[src/rtl/racer_pkg.sv]
// Shared definitions for the LED racer: screen codes, player indices,
// sequencer state encoding and small decode helpers.
package racer_pkg;

  localparam logic [1:0] SCREEN_MENU     = 2'b00;
  localparam logic [1:0] SCREEN_GAMEPLAY = 2'b01;
  localparam logic [1:0] SCREEN_FINISHED = 2'b10;

  localparam logic [1:0] PLAYER_GREEN  = 2'd0;
  localparam logic [1:0] PLAYER_RED    = 2'd1;
  localparam logic [1:0] PLAYER_BLUE   = 2'd2;
  localparam logic [1:0] PLAYER_YELLOW = 2'd3;

  localparam logic [1:0] ST_IDLE      = 2'd0;
  localparam logic [1:0] ST_COUNTDOWN = 2'd1;
  localparam logic [1:0] ST_GAMEPLAY  = 2'd2;
  localparam logic [1:0] ST_FINISHED  = 2'd3;

  function automatic logic [1:0] screen_of(input logic [1:0] st);
    case (st)
      ST_GAMEPLAY: screen_of = SCREEN_GAMEPLAY;
      ST_FINISHED: screen_of = SCREEN_FINISHED;
      default:     screen_of = SCREEN_MENU;
    endcase
  endfunction

  // Bit 0 is green; lower index wins a simultaneous finish.
  function automatic logic [1:0] first_finisher(input logic [3:0] fin);
    if (fin[0])      first_finisher = PLAYER_GREEN;
    else if (fin[1]) first_finisher = PLAYER_RED;
    else if (fin[2]) first_finisher = PLAYER_BLUE;
    else             first_finisher = PLAYER_YELLOW;
  endfunction

endpackage

[src/rtl/tick_prescaler.sv]
// Free-running step timer: pulses tick on the last count of each
// TICK_CYCLES-long period; clear restarts the period from zero.
module tick_prescaler #(
  parameter int TICK_CYCLES = 50_000_000
) (
  input  logic clk,
  input  logic rst,
  input  logic clear,
  output logic tick
);

  localparam int CW = (TICK_CYCLES > 1) ? $clog2(TICK_CYCLES) : 1;

  logic [CW-1:0] cnt;

  assign tick = (cnt == CW'(TICK_CYCLES - 1));

  always_ff @(posedge clk) begin
    if (rst || clear || tick) cnt <= '0;
    else                      cnt <= cnt + 1'b1;
  end

endmodule

[src/rtl/race_sequencer.sv]
// Round life-cycle sequencer for the LED racer: menu, countdown, gameplay,
// finish hold. All outputs are registered from the next-state decision.
module race_sequencer
  import racer_pkg::*;
#(
  parameter int MAX_POS         = 109,
  parameter int TICK_CYCLES     = 50_000_000,
  parameter int COUNTDOWN_START = 5,
  parameter int END_HOLD_TICKS  = 10,
  parameter int MIN_PLAYERS     = 1,
  localparam int PW = $clog2(MAX_POS)
) (
  input  logic          clk,
  input  logic          rst,
  input  logic          green_ready_to_play,
  input  logic          red_ready_to_play,
  input  logic          blue_ready_to_play,
  input  logic          yellow_ready_to_play,
  input  logic [PW-1:0] green_cur_pos,
  input  logic [PW-1:0] red_cur_pos,
  input  logic [PW-1:0] blue_cur_pos,
  input  logic [PW-1:0] yellow_cur_pos,
  output logic [1:0]    current_screen,
  output logic [2:0]    countdown,
  output logic          game_running,
  output logic [1:0]    winner,
  output logic          winner_valid,
  output logic          new_round,
  output logic [1:0]    state_dbg
);

  localparam int HW = $clog2(END_HOLD_TICKS + 1);

  logic [1:0]    state, state_next;
  logic [HW-1:0] hold_cnt;
  logic [2:0]    ready_cnt;
  logic          start_ok;
  logic [3:0]    fin;
  logic          tick;
  logic          hold_last;

  assign ready_cnt = {2'b0, green_ready_to_play} + {2'b0, red_ready_to_play}
                   + {2'b0, blue_ready_to_play}  + {2'b0, yellow_ready_to_play};
  assign start_ok  = (ready_cnt >= 3'(MIN_PLAYERS));

  // Out-of-range positions never equal the finish line, so they are inert.
  assign fin[0] = green_ready_to_play  && (green_cur_pos  == PW'(MAX_POS - 1));
  assign fin[1] = red_ready_to_play    && (red_cur_pos    == PW'(MAX_POS - 1));
  assign fin[2] = blue_ready_to_play   && (blue_cur_pos   == PW'(MAX_POS - 1));
  assign fin[3] = yellow_ready_to_play && (yellow_cur_pos == PW'(MAX_POS - 1));

  assign hold_last = (hold_cnt == HW'(END_HOLD_TICKS - 1));
  assign state_dbg = state;

  always_comb begin
    state_next = state;
    case (state)
      ST_IDLE:      if (start_ok) state_next = ST_COUNTDOWN;
      ST_COUNTDOWN: begin
        if (!start_ok)                   state_next = ST_IDLE;
        else if (tick && countdown == 3'd1) state_next = ST_GAMEPLAY;
      end
      ST_GAMEPLAY:  if (|fin) state_next = ST_FINISHED;
      ST_FINISHED:  if (tick && hold_last) state_next = ST_IDLE;
      default:      state_next = ST_IDLE;
    endcase
  end

  tick_prescaler #(.TICK_CYCLES(TICK_CYCLES)) u_prescaler (
    .clk   (clk),
    .rst   (rst),
    .clear (state_next != state),
    .tick  (tick)
  );

  always_ff @(posedge clk) begin
    if (rst) begin
      state          <= ST_IDLE;
      current_screen <= SCREEN_MENU;
      countdown      <= 3'd0;
      game_running   <= 1'b0;
      winner         <= 2'd0;
      winner_valid   <= 1'b0;
      new_round      <= 1'b0;
      hold_cnt       <= '0;
    end else begin
      state          <= state_next;
      current_screen <= screen_of(state_next);
      game_running   <= (state_next == ST_GAMEPLAY);
      new_round      <= 1'b0;
      case (state)
        ST_IDLE: begin
          if (start_ok) begin
            countdown    <= 3'(COUNTDOWN_START);
            winner_valid <= 1'b0;
          end else begin
            countdown    <= 3'd0;
          end
        end
        ST_COUNTDOWN: begin
          // Abort takes precedence over a tick landing on the same cycle.
          if (!start_ok)  countdown <= 3'd0;
          else if (tick)  countdown <= countdown - 3'd1;
        end
        ST_GAMEPLAY: begin
          if (|fin) begin
            winner       <= first_finisher(fin);
            winner_valid <= 1'b1;
            hold_cnt     <= '0;
          end
        end
        ST_FINISHED: begin
          if (tick) begin
            if (hold_last) begin
              new_round <= 1'b1;
              hold_cnt  <= '0;
            end else begin
              hold_cnt  <= hold_cnt + 1'b1;
            end
          end
        end
        default: countdown <= 3'd0;
      endcase
    end
  end

endmodule

[config.mk]
export PLATFORM = sky130hd
export DESIGN_NAME = race_sequencer
export DESIGN_NICKNAME = d
export VERILOG_FILES = /design/src/rtl/racer_pkg.sv /design/src/rtl/tick_prescaler.sv /design/src/rtl/race_sequencer.sv
export SDC_FILE = /design/constraint.sdc
export NUM_CORES = 1
export LEC_CHECK = 0
export CAP_MARGIN = 30
export CORE_MARGIN = 5
export CORE_UTILIZATION = 55
export CTS_CLUSTER_DIAMETER = 120
export DETAILED_ROUTE_END_ITERATION = 10
export MAX_ROUTING_LAYER = met4
export PLACE_DENSITY = 0.85
export SLEW_MARGIN = 0
export SYNTH_ARGS = -nofsm -noshare
export SYNTH_HDL_FRONTEND = slang
export SYNTH_HIERARCHICAL = 1
export SYNTH_SLANG_ARGS = --single-unit
[constraint.sdc]
create_clock -name clk -period 9.5 [get_ports clk]
set_clock_uncertainty 0.2 [all_clocks]
set_input_delay 1.9 -clock clk [delete_from_list [all_inputs] [get_ports clk]]
set_output_delay 1.9 -clock clk [all_outputs]
set_load 0.03 [all_outputs]
# Word-level counts from Yosys, hierarchy flattened
# Cells that the tools add are included.
# totals
wordCells	75
output_inout_bits	12
inputBits	34
reg_bits	42
# op_classes
n_lt_le_gt_ge	1
n_reduce_logical	18
bitwise	2
eq_ne	17
n_addsub	6
mux	22
# op_table
op	n
== test 7 bit (second input constant)	4
adder 26 x 1 -> 26 bit (second input constant)	1
== test 26 bit (second input constant)	1
two-way mux 2 bit	7
two-way mux 4 bit	3
two-way mux 3 bit	3
== test 2 bit (second input constant)	4
case mux 2 bit (4 select lines)	1
case mux 4 bit (2 select lines)	1
logical AND 1 bit	6
inequality test 2 bit (second input constant)	3
case mux 3 bit (2 select lines)	1
AND reduction 3 bit	2
nonzero test 2 bit	3
adder 4 x 1 -> 4 bit (second input constant)	1
== test 4 bit (second input constant)	1
two-way mux 1 bit	4
case mux 2 bit (2 select lines)	1
AND reduction 2 bit	2
OR reduction 4 bit	1
adder 2 x 1 -> 3 bit	1
adder 3 x 1 -> 3 bit	1
== test 3 x 1 -> 1 bit (second input constant)	1
>= comparator 3 x 1 -> 1 bit (second input constant)	1
10 further kinds	12

# Depth between registers and ports, before layout
# Gate-level depths: netlist (run 1).
# depth
word_depth	9
depth_mapped	14

# Cells and area by module
# Netlist (run 1), hierarchy kept.
# by_module_without_submodules
mod	n_inst	seq_area_each_um2	area_each_um2	cells_per_inst
tick_prescaler	1	520.5	1268.7	142
race_sequencer	1	300.3	1082.3	128

# Worst setup path before layout (run 1)
# Ideal clock, no wire load.
# synth_timing
path_kind	input port to flip-flop
startpoint	input green_ready_to_play
endpoint	register u_prescaler.cnt[23]
setup_ps	74
arrival_time_ps	4447
path_stages	13
path_slack_ps	4779
path_buffers	0
required_ps	9226
path_cell_list	inv_1 -> fa_1 -> inv_1 -> ha_1 -> inv_1 -> ha_1 -> o31a_1 -> nor2_1 -> a211oi_1 -> a21o_1 -> or3_1 -> or4_1 -> o21ai_0
# synth_between
elab_chain_cells	9
# synth_lines
item	line	source
from (decl)	race_sequencer.sv:15	input logic green_ready_to_play,
adder 1 x 1 -> 2 bit	race_sequencer.sv:42	assign ready_cnt = {2'b0, green_ready_to_play} + {2'b0, red_ready_to_play}
adder 2 x 1 -> 3 bit	race_sequencer.sv:43	+ {2'b0, blue_ready_to_play} + {2'b0, yellow_ready_to_play};
adder 3 x 1 -> 3 bit	race_sequencer.sv:43	
>= comparator 3 x 1 -> 1 bit	race_sequencer.sv:44	assign start_ok = (ready_cnt >= 3'(MIN_PLAYERS));
two-way mux 2 bit, on equally long branches	race_sequencer.sv:60, race_sequencer.sv:58	
case mux 2 bit (4 select lines) *	race_sequencer.sv:57	case (state)
inequality test 2 bit *	race_sequencer.sv:72	.clear (state_next != state),
logical OR 1 bit * (2 in series)	tick_prescaler.sv:19	if (rst || clear || tick) cnt <= '0;
to (signal assigned)	tick_prescaler.sv:20	else cnt <= cnt + 1'b1;
to (decl)	tick_prescaler.sv:14	logic [CW-1:0] cnt;
# Every way passes the cells marked *; elsewhere a longest branch is shown, timed or not.
# A chain may end at the register's enable or synchronous reset.

# Worst setup path after layout (run 1)
# layout_timing
startpoint	input green_ready_to_play
endpoint	register u_prescaler.cnt[25]
# Same word-level chain as after synthesis.

==> reports/results.tsv, run 1 <==
metric	value	unit
clkTransAtPathRegs	0.08	ns
crit_required	9.49	ns
drt_iter0_drc	99	
syn_to_final_growth	23.5	%
leakage	1.00	nW
cts_hold_repair.buffers	0	
die_y	75.4	um
cap_violations	0	
slowest_stage	fa_1	
htreeDepth	2	
dp_hpwl	4160	um
syn_area	2350	um^2
drc_errors	0	
port-buffer-count	45	
p_total	0.000369	W
antenna_left	0	
yosysSeqAreaShare	34.9	%
grt_max_degree	25	
crit_top_cell	inv_1	
async_flop_share	0	%
max-vdd-ir-drop	0.0822	mV
dieArea	5680	um^2
yosys.area_share.adder	5.11	%
cts.repair.resized	0	
cts_sinks	41	
core	4090	um^2
fin_util	71.0	%
numCtsBuffers	5	
fin_nets	355	
end_kind	flip-flop	
initial_core_util	57.5	%
timing.fmax	196	MHz
worst_pin_slew	0.997	ns
startpoint_type	input port	
cp.arrival	5.10	ns
tns	0	ns
outcome	complete, no violations	
yosysUniqueCellTypes	55	
final_hold_viol_count	0	
rrSetupSlack	5.77	ns
layout_common_cells	clkdlybuf4s50_1 (45), dfxtp_1 (41), nor2_1 (25)	
synth-edff-count	0	
synth-simple-area-share	33.3	%
rsz0062_at_grt	false	
vias_per_cell	5.94	
ys_ff_latch	41	
die_w	75.4	um
min_period	5.11	ns
synth_top_flop_cell	dfxtp_1	
min_path_cells	2	
vias	2151	
syn_inst	270	
routabilityCongestion	0.898	
cts_tree	built	
power_density	127	nW/um^2
path_cells	clkdlybuf4s50_1 -> inv_1 -> fa_1 -> inv_1 -> ha_1 -> inv_1 -> ha_1 -> o31ai_1 -> nor2_1 -> a211oi_1 -> a21o_1 -> nor2_1 -> o31ai_4 -> o21ba_2	
antennaDiodeCount	0	
syn_avg_cell_area	8.71	um^2
wl	5370	um
synth_warnings	6	
synthMuxAreaShare	0	%
final_common_cell	clkdlybuf4s50_1	
globalRouteTotalUtil	20.9	%
crit_type	in2reg	
ios	46	
period_share	53.8	%
synth_top_family_by_area	simple AND/OR/NAND/NOR gates	
hold_slack	0.249	ns
cts_buffer_depth	2	
drive_gt1_share	8.65	%
rows	23	
synth_xor_area_share	4.84	%
cp_slowest_stage_delay	0.55	ns
syn_nets	313	
grt_antenna_before_repair	0	
yosys-top-cells-area	dfxtp_1 (35%), ha_1 (4.3%), nor2_1 (4.0%)	
grt_overflow	0	
grt_pass1_wl	8940	um
ctsRootBufferMaster	clkbuf_8	
synth_top_cell_area_share	34.9	%
setup_violations	0	
clkLatencyLatePin	0.29	ns
post_cts_buffers	0	
wire_per_inst	14.8	um
drv_slew	0	
drt-pass1-iter-count	5	
hold_class	reg2reg	
path_max_fanout	24	
r2r_cells	11	
synth_compound_area_share	16.4	%
yosys.area.top_type	dfxtp_1	
grt_pass1_vias	2002	
slew_headroom	33.0	%
## layout make-up
type,count,area (um^2)
clock buffers,5,68.8
flip-flops and latches,41,821
repair buffers,45,450
fillers,332,1180
multi-input cells,202,1400
inverters,17,63.8
clock inverters,2,35.0
well taps,50,62.6
## path summary, 6_finish.rpt
check,to,from
worst max-delay path,u_prescaler/cnt[25]$_SDFF_PP0_,green_ready_to_play
worst min-delay path,winner[1]$_SDFFE_PP0P_,winner[1]$_SDFFE_PP0P_
worst max register to register,u_prescaler/cnt[25]$_SDFF_PP0_,u_prescaler/cnt[0]$_SDFF_PP0_
worst min register to register,winner[1]$_SDFFE_PP0P_,winner[1]$_SDFFE_PP0P_
## logic make-up after synthesis
family / count (synthesis)
buffers and inverters: 27
and+or+nand+nor: 122
DFF: 41
xor gates and xnor gates: 13
AOI/OAI and AO/OA: 58
adders and majority gates: 9
## cell usage after synthesis, types with 2 or more instances
cell type  instances
xor2_1             6
a31oi_1            2
or4_4              2
o31ai_1            6
nor3_1             9
buf_6              3
nand4_2            2
o221ai_1           2
ha_1               8
inv_1             17
xnor2_1            7
nand4b_4           2
clkbuf_1           5
a21oi_1           17
or3_1              8
nor2b_1            4
nand4_1           10
and3_1             3
o21ai_0           17
o21a_1             2
dfxtp_1           41
nor4_1             4
nand4b_1           2
nand2b_1           4
nor2_1            25
nor4_4             3
or4_1              3
and3b_1            2
nand2_1           15
nand3_1           13
a41oi_1            2
## worst max-delay path, delay by kind of cell
family | cells | cell delay, ns
buf+inv | 4 | 0.66
compound gates | 5 | 1.40
fa+ha+maj | 3 | 0.98
simple gates | 2 | 0.16
## routing by layer
| metal | vias to the layer above | wire length, um | global-route usage (%) |
|---|---|---|---|
| met2 | 56 | 2880 | 37.2 |
| met3 | 13 | 270 | 3.43 |
| li1 | 1074 | - | - |
| met4 | 0 | 100 | 9.90 |
| met5 | - | 0 | - |
| met1 | 1008 | 2110 | 22.4 |
## per-stage QoR
stage / cells / area (um^2) / worst slack, ns
4_1_cts: 362 / 2900 / 4.41
2_1_floorplan: 270 / 2350 / 4.78
3_5_place_dp: 355 / 2800 / 4.09
6_report: 362 / 2900 / 4.39
5_1_grt: 362 / 2900 / 4.14
3_3_place_gp: 355 / 2800 / 4.22
## power breakdown
| part | switching (W) | internal [W] |
|---|---|---|
| Sequential | 0.00000572 | 0.000175 |
| Clock | 0.0000584 | 0.0000763 |
| Combinational | 0.0000267 | 0.0000266 |
## registers in the layout, summed over array words and instances (netlist names)
name,flops
winner_valid,1
state_dbg,2
winner,2
u_prescaler/cnt,26
hold_cnt,4
current_screen,1
new_round,1
game_running,1
countdown,3
Power figures use the tool's default switching activity.
==> run 2, diff against run 1 <==
--- a/config.mk
+++ b/config.mk
@@ -7,11 +7,11 @@
 export LEC_CHECK = 0
 export CAP_MARGIN = 30
 export CORE_MARGIN = 5
-export CORE_UTILIZATION = 55
+export CORE_UTILIZATION = 52
 export CTS_CLUSTER_DIAMETER = 120
 export DETAILED_ROUTE_END_ITERATION = 10
 export MAX_ROUTING_LAYER = met4
-export PLACE_DENSITY = 0.85
+export PLACE_DENSITY = 0.81
 export SLEW_MARGIN = 0
 export SYNTH_ARGS = -nofsm -noshare
 export SYNTH_HDL_FRONTEND = slang
==> constraint.sdc (replaced) <==
create_clock -name clk -period 5.1 [get_ports clk]
set_clock_uncertainty 0.2 [all_clocks]
set_input_delay 1.02 -clock clk [delete_from_list [all_inputs] [get_ports clk]]
set_output_delay 1.02 -clock clk [all_outputs]
set_load 0.03 [all_outputs]
==> reports/results.tsv, run 2 (synthesis gave the netlist of run 1 again) <==
metric	value	unit	change
regMostFlops	u_prescaler/cnt		unchanged
vias_per_cell	5.80		was 5.94
leakage	1.01	nW	was 1.00 nW
cp_top_family	adder cells		was compound AO/OA/AOI/OAI gates
cts_buffer_depth	2		unchanged
drv_slew	0		unchanged
slowest_stage	fa_1		unchanged
cts.repair.resized	0		unchanged
globalRouteTotalUtil	19.3	%	was 20.9%
clkTransAtPathRegs	0.08	ns	about the same
syn_to_final_growth	24.3	%	was 23.5%
max-vdd-ir-drop	0.185	mV	was 0.0822 mV
cp.arrival	4.20	ns	was 5.10 ns
timing.fmax	239	MHz	
worst_pin_slew	1.04	ns	was 0.997 ns
final_cell_area	2920	um^2	was 2900 um^2
hold_slack	0.240	ns	was 0.249 ns
period_share	82.1	%	
grt_antenna_before_repair	0		unchanged
path_max_fanout	6		was 24
startpoint_type	input port		unchanged
cts_tree	built		unchanged
hold_class	reg2reg		unchanged
path_cells	clkdlybuf4s50_1 -> inv_1 -> fa_1 -> inv_1 -> ha_1 -> inv_1 -> ha_1 -> o31a_1 -> nor2_1 -> a211oi_1 -> a21o_1 -> or3_1 -> or4_1 -> o21ai_0		was clkdlybuf4s50_1 -> inv_1 -> fa_1 -> inv_1 -> ha_1 -> inv_1 -> ha_1 -> o31ai_1 -> nor2_1 -> a211oi_1 -> a21o_1 -> nor2_1 -> o31ai_4 -> o21ba_2
routabilityCongestion	0.889		was 0.898
slew_headroom	30.3	%	was 33.0%
largest_reg_flops	26		unchanged
power_density	241	nW/um^2	was 127 nW/um^2
clkLatencyLatePin	0.29	ns	about the same
cp_slowest_stage_delay	0.55	ns	about the same
layout_common_cells	clkdlybuf4s50_1 (45), dfxtp_1 (41), nor2_1 (25)		unchanged
grt_pass1_vias	2087		was 2002
core	4380	um^2	was 4090 um^2
final_common_cell	clkdlybuf4s50_1		unchanged
wire_per_inst	14.4	um	was 14.8 um
drc_errors	0		unchanged
cts_hold_repair.buffers	0		unchanged
rows	24		was 23
cap_violations	0		unchanged
drt_iter0_drc	101		was 99
htreeDepth	2		unchanged
nFillCells	364		was 332
initial_core_util	53.6	%	was 57.5%
port-buffer-count	45		unchanged
postPlaceCellArea	2800	um^2	about the same
reg_top3	u_prescaler/cnt: 26 flops, hold_cnt: 4 flops, countdown: 3 flops		unchanged
antennaDiodeCount	0		unchanged
end_kind	flip-flop		unchanged
grt_pass1_wl	9300	um	was 8940 um
wl	5250	um	was 5370 um
place_ws	0.624	ns	was 4.09 ns
crit_type	in2reg		unchanged
final_hold_viol_count	0		unchanged
grt_overflow	0		unchanged
fin_nets	355		unchanged
crit_required	5.12	ns	was 9.49 ns
p_total	0.000706	W	was 0.000369 W
cts_sinks	41		unchanged
die_y	77.2	um	was 75.4 um
drive_gt1_share	8.95	%	was 8.65%
outcome	complete, no violations		unchanged
rsz0062_at_grt	false		unchanged
drt-pass1-iter-count	4		was 5
vias	2117		was 2151
antenna_left	0		unchanged
path_buf_inv	4		unchanged
ctsRootBufferMaster	clkbuf_8		unchanged
crit_top_cell	inv_1		unchanged
grt_max_degree	25		unchanged
numCtsBuffers	5		unchanged
setup_violations	0		unchanged
die_w	77.2	um	was 75.4 um
post_cts_buffers	0		unchanged
dp_hpwl	4090	um	was 4160 um
rrSetupSlack	1.37	ns	was 5.77 ns
tns	0	ns	unchanged
min_period	4.19	ns	
ios	46		unchanged
layout_setup_ws	0.912	ns	was 4.39 ns
dieArea	5970	um^2	was 5680 um^2
run 2: cell count changes in the layout (fill, tap and decap cells not counted):
cell,change
clkbuf_8,+1
clkinv_2,-1
clkinvlp_4,+1
run 2: worst register-to-register path, delay by kind of cell, from the launching register on:
family / cells / cell delay [ns]
fa+ha+maj: 1 / 0.22
compound gates: 4 / 0.92
flops: 1 / 0.39
simple gates: 6 / 1.90
run 2: report_power, final:
part | switching (W) | internal, W | total (W)
Combinational | 0.0000487 | 0.0000494 | 0.0000980
Sequential | 0.0000109 | 0.000326 | 0.000337
Clock | 0.000111 | 0.000159 | 0.000270
Total | 0.000171 | 0.000535 | 0.000706
run 2: layout make-up:
type,instances,area [um^2],share of cell area [%]
flip-flops and latches,41,821,28.1
inverters,17,63.8,2.18
repair buffers,45,450,15.4
multi-input cells,202,1400,48.0
clock inverters,2,37.5,1.28
clock buffers,6,82.6,2.83
well taps,52,65.1,2.23
run 2: final timing paths:
check	cells after the start	endpoint	startpoint
max	14	u_prescaler/cnt[23]$_SDFF_PP0_	green_ready_to_play
min	2	winner[1]$_SDFFE_PP0P_	winner[1]$_SDFFE_PP0P_
max reg2reg	11	u_prescaler/cnt[25]$_SDFF_PP0_	u_prescaler/cnt[0]$_SDFF_PP0_
min reg2reg	2	winner[1]$_SDFFE_PP0P_	winner[1]$_SDFFE_PP0P_
run 2: through the flow:
step,std cells,util [%]
after floorplan,270,-
after global placement,357,63.9
after detailed placement,357,63.9
after CTS,365,66.6
after global routing,365,66.6
final,365,66.6
run 2: per-layer routing:
layer	vias up	wire, um	global-route usage, %
met1	986	2230	22.2
met4	0	88	7.90
li1	1079	-	-
met3	8	203	4.10
met5	-	0	-
met2	44	2740	32.4
==> run 3, diff against run 2 <==
--- a/config.mk
+++ b/config.mk
@@ -7,11 +7,11 @@
 export LEC_CHECK = 0
 export CAP_MARGIN = 30
 export CORE_MARGIN = 5
-export CORE_UTILIZATION = 52
+export CORE_UTILIZATION = 47
 export CTS_CLUSTER_DIAMETER = 120
 export DETAILED_ROUTE_END_ITERATION = 10
 export MAX_ROUTING_LAYER = met4
-export PLACE_DENSITY = 0.81
+export PLACE_DENSITY = 0.77
 export SLEW_MARGIN = 0
 export SYNTH_ARGS = -nofsm -noshare
 export SYNTH_HDL_FRONTEND = slang
==> constraint.sdc (replaced) <==
create_clock -name clk -period 3.67 [get_ports clk]
set_clock_uncertainty 0.2 [all_clocks]
set_input_delay 0.734 -clock clk [delete_from_list [all_inputs] [get_ports clk]]
set_output_delay 0.734 -clock clk [all_outputs]
set_load 0.03 [all_outputs]
==> reports/results.tsv, run 3 (synthesis gave the netlist of run 1 again) <==
metric	value	unit	change
seqPwrFrac	47.0	%	was 47.8%
cts_hold_repair.buffers	0		unchanged
internal_power	0.000747	W	was 0.000535 W
min_path_cells	2		unchanged
hold_class	reg2reg		unchanged
use_met1	19.0	%	was 22.2%
ctsRootBufferMaster	clkbuf_8		unchanged
wire_per_inst	13.3	um	was 14.4 um
grt_antenna_before_repair	0		unchanged
nFillCells	406		was 364
dieArea	6520	um^2	was 5970 um^2
grt_pass1_vias	2050		was 2087
drt-pass1-iter-count	4		unchanged
grt_use_met3	4.15	%	was 4.10%
startpoint_type	input port		unchanged
syn_to_final_growth	30.2	%	was 24.3%
cts_tree	built		unchanged
cts_buffer_depth	2		unchanged
min_period	3.48	ns	
clkPwrFrac	36.4	%	was 38.3%
drc_errors	0		unchanged
wl	5210	um	was 5250 um
rsz0062_at_grt	false		unchanged
final_cells	392		was 365
dp_hpwl	4100	um	was 4090 um
numCtsBuffers	5		unchanged
ios	46		unchanged
final_hold_viol_count	0		unchanged
routabilityCongestion	0.817		was 0.889
outcome	complete, no violations		unchanged
period_share	94.9	%	
top_usage_layer	met2		unchanged
hold_slack	0.240	ns	about the same
core	4790	um^2	was 4380 um^2
end_kind	flip-flop		unchanged
max-vdd-ir-drop	0.305	mV	was 0.185 mV
cp.arrival	3.52	ns	was 4.20 ns
crit_top_cell	inv_2		was inv_1
clkTransAtPathRegs	0.08	ns	about the same
p_comb_share	16.6	%	was 13.9%
regMostFlops	u_prescaler/cnt		unchanged
path_cells	dlymetal6s2s_1 -> inv_2 -> fa_1 -> inv_1 -> ha_2 -> inv_2 -> ha_4 -> o31a_1 -> nor2_2 -> a211oi_2 -> a21o_1 -> or3_1 -> or4_1 -> o21ai_1		was clkdlybuf4s50_1 -> inv_1 -> fa_1 -> inv_1 -> ha_1 -> inv_1 -> ha_1 -> o31a_1 -> nor2_1 -> a211oi_1 -> a21o_1 -> or3_1 -> or4_1 -> o21ai_0
setup_violations	0		unchanged
drive_gt1_share	15.1	%	was 8.95%
crit_required	3.71	ns	was 5.12 ns
cap_violations	0		unchanged
drv_slew	0		unchanged
power_density	326	nW/um^2	was 241 nW/um^2
cts_sinks	41		unchanged
globalRouteMet2Util	33.0	%	was 32.4%
crit_type	in2reg		unchanged
tns	0	ns	unchanged
die_w	80.7	um	was 77.2 um
globalRouteTotalUtil	18.0	%	was 19.3%
vias	2119		was 2117
antenna_left	0		unchanged
layout_common_cells	clkdlybuf4s50_1 (42), dfxtp_1 (41), nor2_1 (23)		was clkdlybuf4s50_1 (45), dfxtp_1 (41), nor2_1 (25)
initial_core_util	49.1	%	was 53.6%
path_buf_inv	4		unchanged
clkLatencyLatePin	0.30	ns	was 0.29 ns
grt_pass1_wl	8960	um	was 9300 um
path_max_fanout	2		was 6
power.share.switching	25.1	%	was 24.2%
rows	25		was 24
grt_max_degree	19		was 25
cp_top_family	simple AND/OR/NAND/NOR gates		was adder cells
drt_iter0_drc	163		was 101
worst_pin_slew	0.627	ns	was 1.04 ns
dp_cells	383		was 357
slowest_stage	fa_1		unchanged
htreeDepth	2		unchanged
leakage	1.09	nW	was 1.01 nW
r2r_cells	14		was 11
slew_headroom	58.0	%	was 30.3%
largest_reg_flops	26		unchanged
vias_per_cell	5.41		was 5.80
grt_overflow	0		unchanged
cp_slowest_stage_delay	0.53	ns	was 0.55 ns
switchingPower	0.000250	W	was 0.000171 W
antennaDiodeCount	0		unchanged
final_common_cell	clkdlybuf4s50_1		unchanged
reg_top3	u_prescaler/cnt: 26 flops, hold_cnt: 4 flops, countdown: 3 flops		unchanged
die_y	80.7	um	was 77.2 um
crit_cells	14		unchanged
fin_util	63.9	%	was 66.6%
fin_nets	367		was 355
timing.fmax	287	MHz	
port-buffer-count	45		unchanged
-- run 3: timing repair --
action,4_1_cts,5_1_grt
endpoints found under the setup margin,20,23
pin swaps,2,4
resized for setup,1,12
buffers inserted,1,0
-- run 3: per-stage QoR --
stage | cell area, um^2 | total power (W) | worst slack [ns]
after floorplan | 2350 | 0.000556 | 0.115
after global placement | 2900 | 0.000630 | -0.342
after detailed placement | 2900 | 0.000634 | -0.379
after CTS | 3030 | 0.00100 | 0.000646
after global routing | 3060 | 0.00105 | 0.0597
final | 3060 | 0.000997 | 0.186
-- run 3: area by class of cell --
class | count | area [um^2] | share of cell area [%]
clock buffers | 5 | 68.8 | 2.25
clock inverters | 3 | 43.8 | 1.43
inverters | 17 | 63.8 | 2.09
multi-input cells | 202 | 1430 | 46.8
flip-flops and latches | 41 | 821 | 26.8
well taps | 67 | 83.8 | 2.74
repair buffers | 57 | 548 | 17.9
-- run 3: path summary, 6_finish.rpt --
path | from | endpoint | slack (ns)
max | green_ready_to_play | u_prescaler/cnt[23]$_SDFF_PP0_ | 0.19
min | winner[1]$_SDFFE_PP0P_ | winner[1]$_SDFFE_PP0P_ | 0.24
max reg2reg | u_prescaler/cnt[0]$_SDFF_PP0_ | u_prescaler/cnt[3]$_SDFF_PP0_ | 0.56
min reg2reg | winner[1]$_SDFFE_PP0P_ | winner[1]$_SDFFE_PP0P_ | 0.24
-- run 3: power by group through the flow --
stage / combinational [W] / sequential, W / clock (W)
after floorplan: 0.0000757 / 0.000481 / 0
after global placement: 0.000152 / 0.000478 / 0
after detailed placement: 0.000155 / 0.000478 / 0
after CTS: 0.000159 / 0.000468 / 0.000376
after global routing: 0.000180 / 0.000471 / 0.000395
final: 0.000166 / 0.000468 / 0.000363
-- run 3: layer usage --
layer / share of wire [%] / vias to the layer above / routed length [um]
met2: 54 / 35 / 2800
li1: - / 1097 / -
met4: 1.2 / 0 / 65
met5: 0 / - / 0
met3: 3.9 / 6 / 202
met1: 41 / 981 / 2140
-- run 3: tightest hold or removal path, delay by kind of cell (launching register included) --
| kind | cells | cell delay (ns) |
|---|---|---|
| buf+inv | 1 | 0.04 |
| flops | 1 | 0.31 |
| compound gates | 1 | 0.05 |
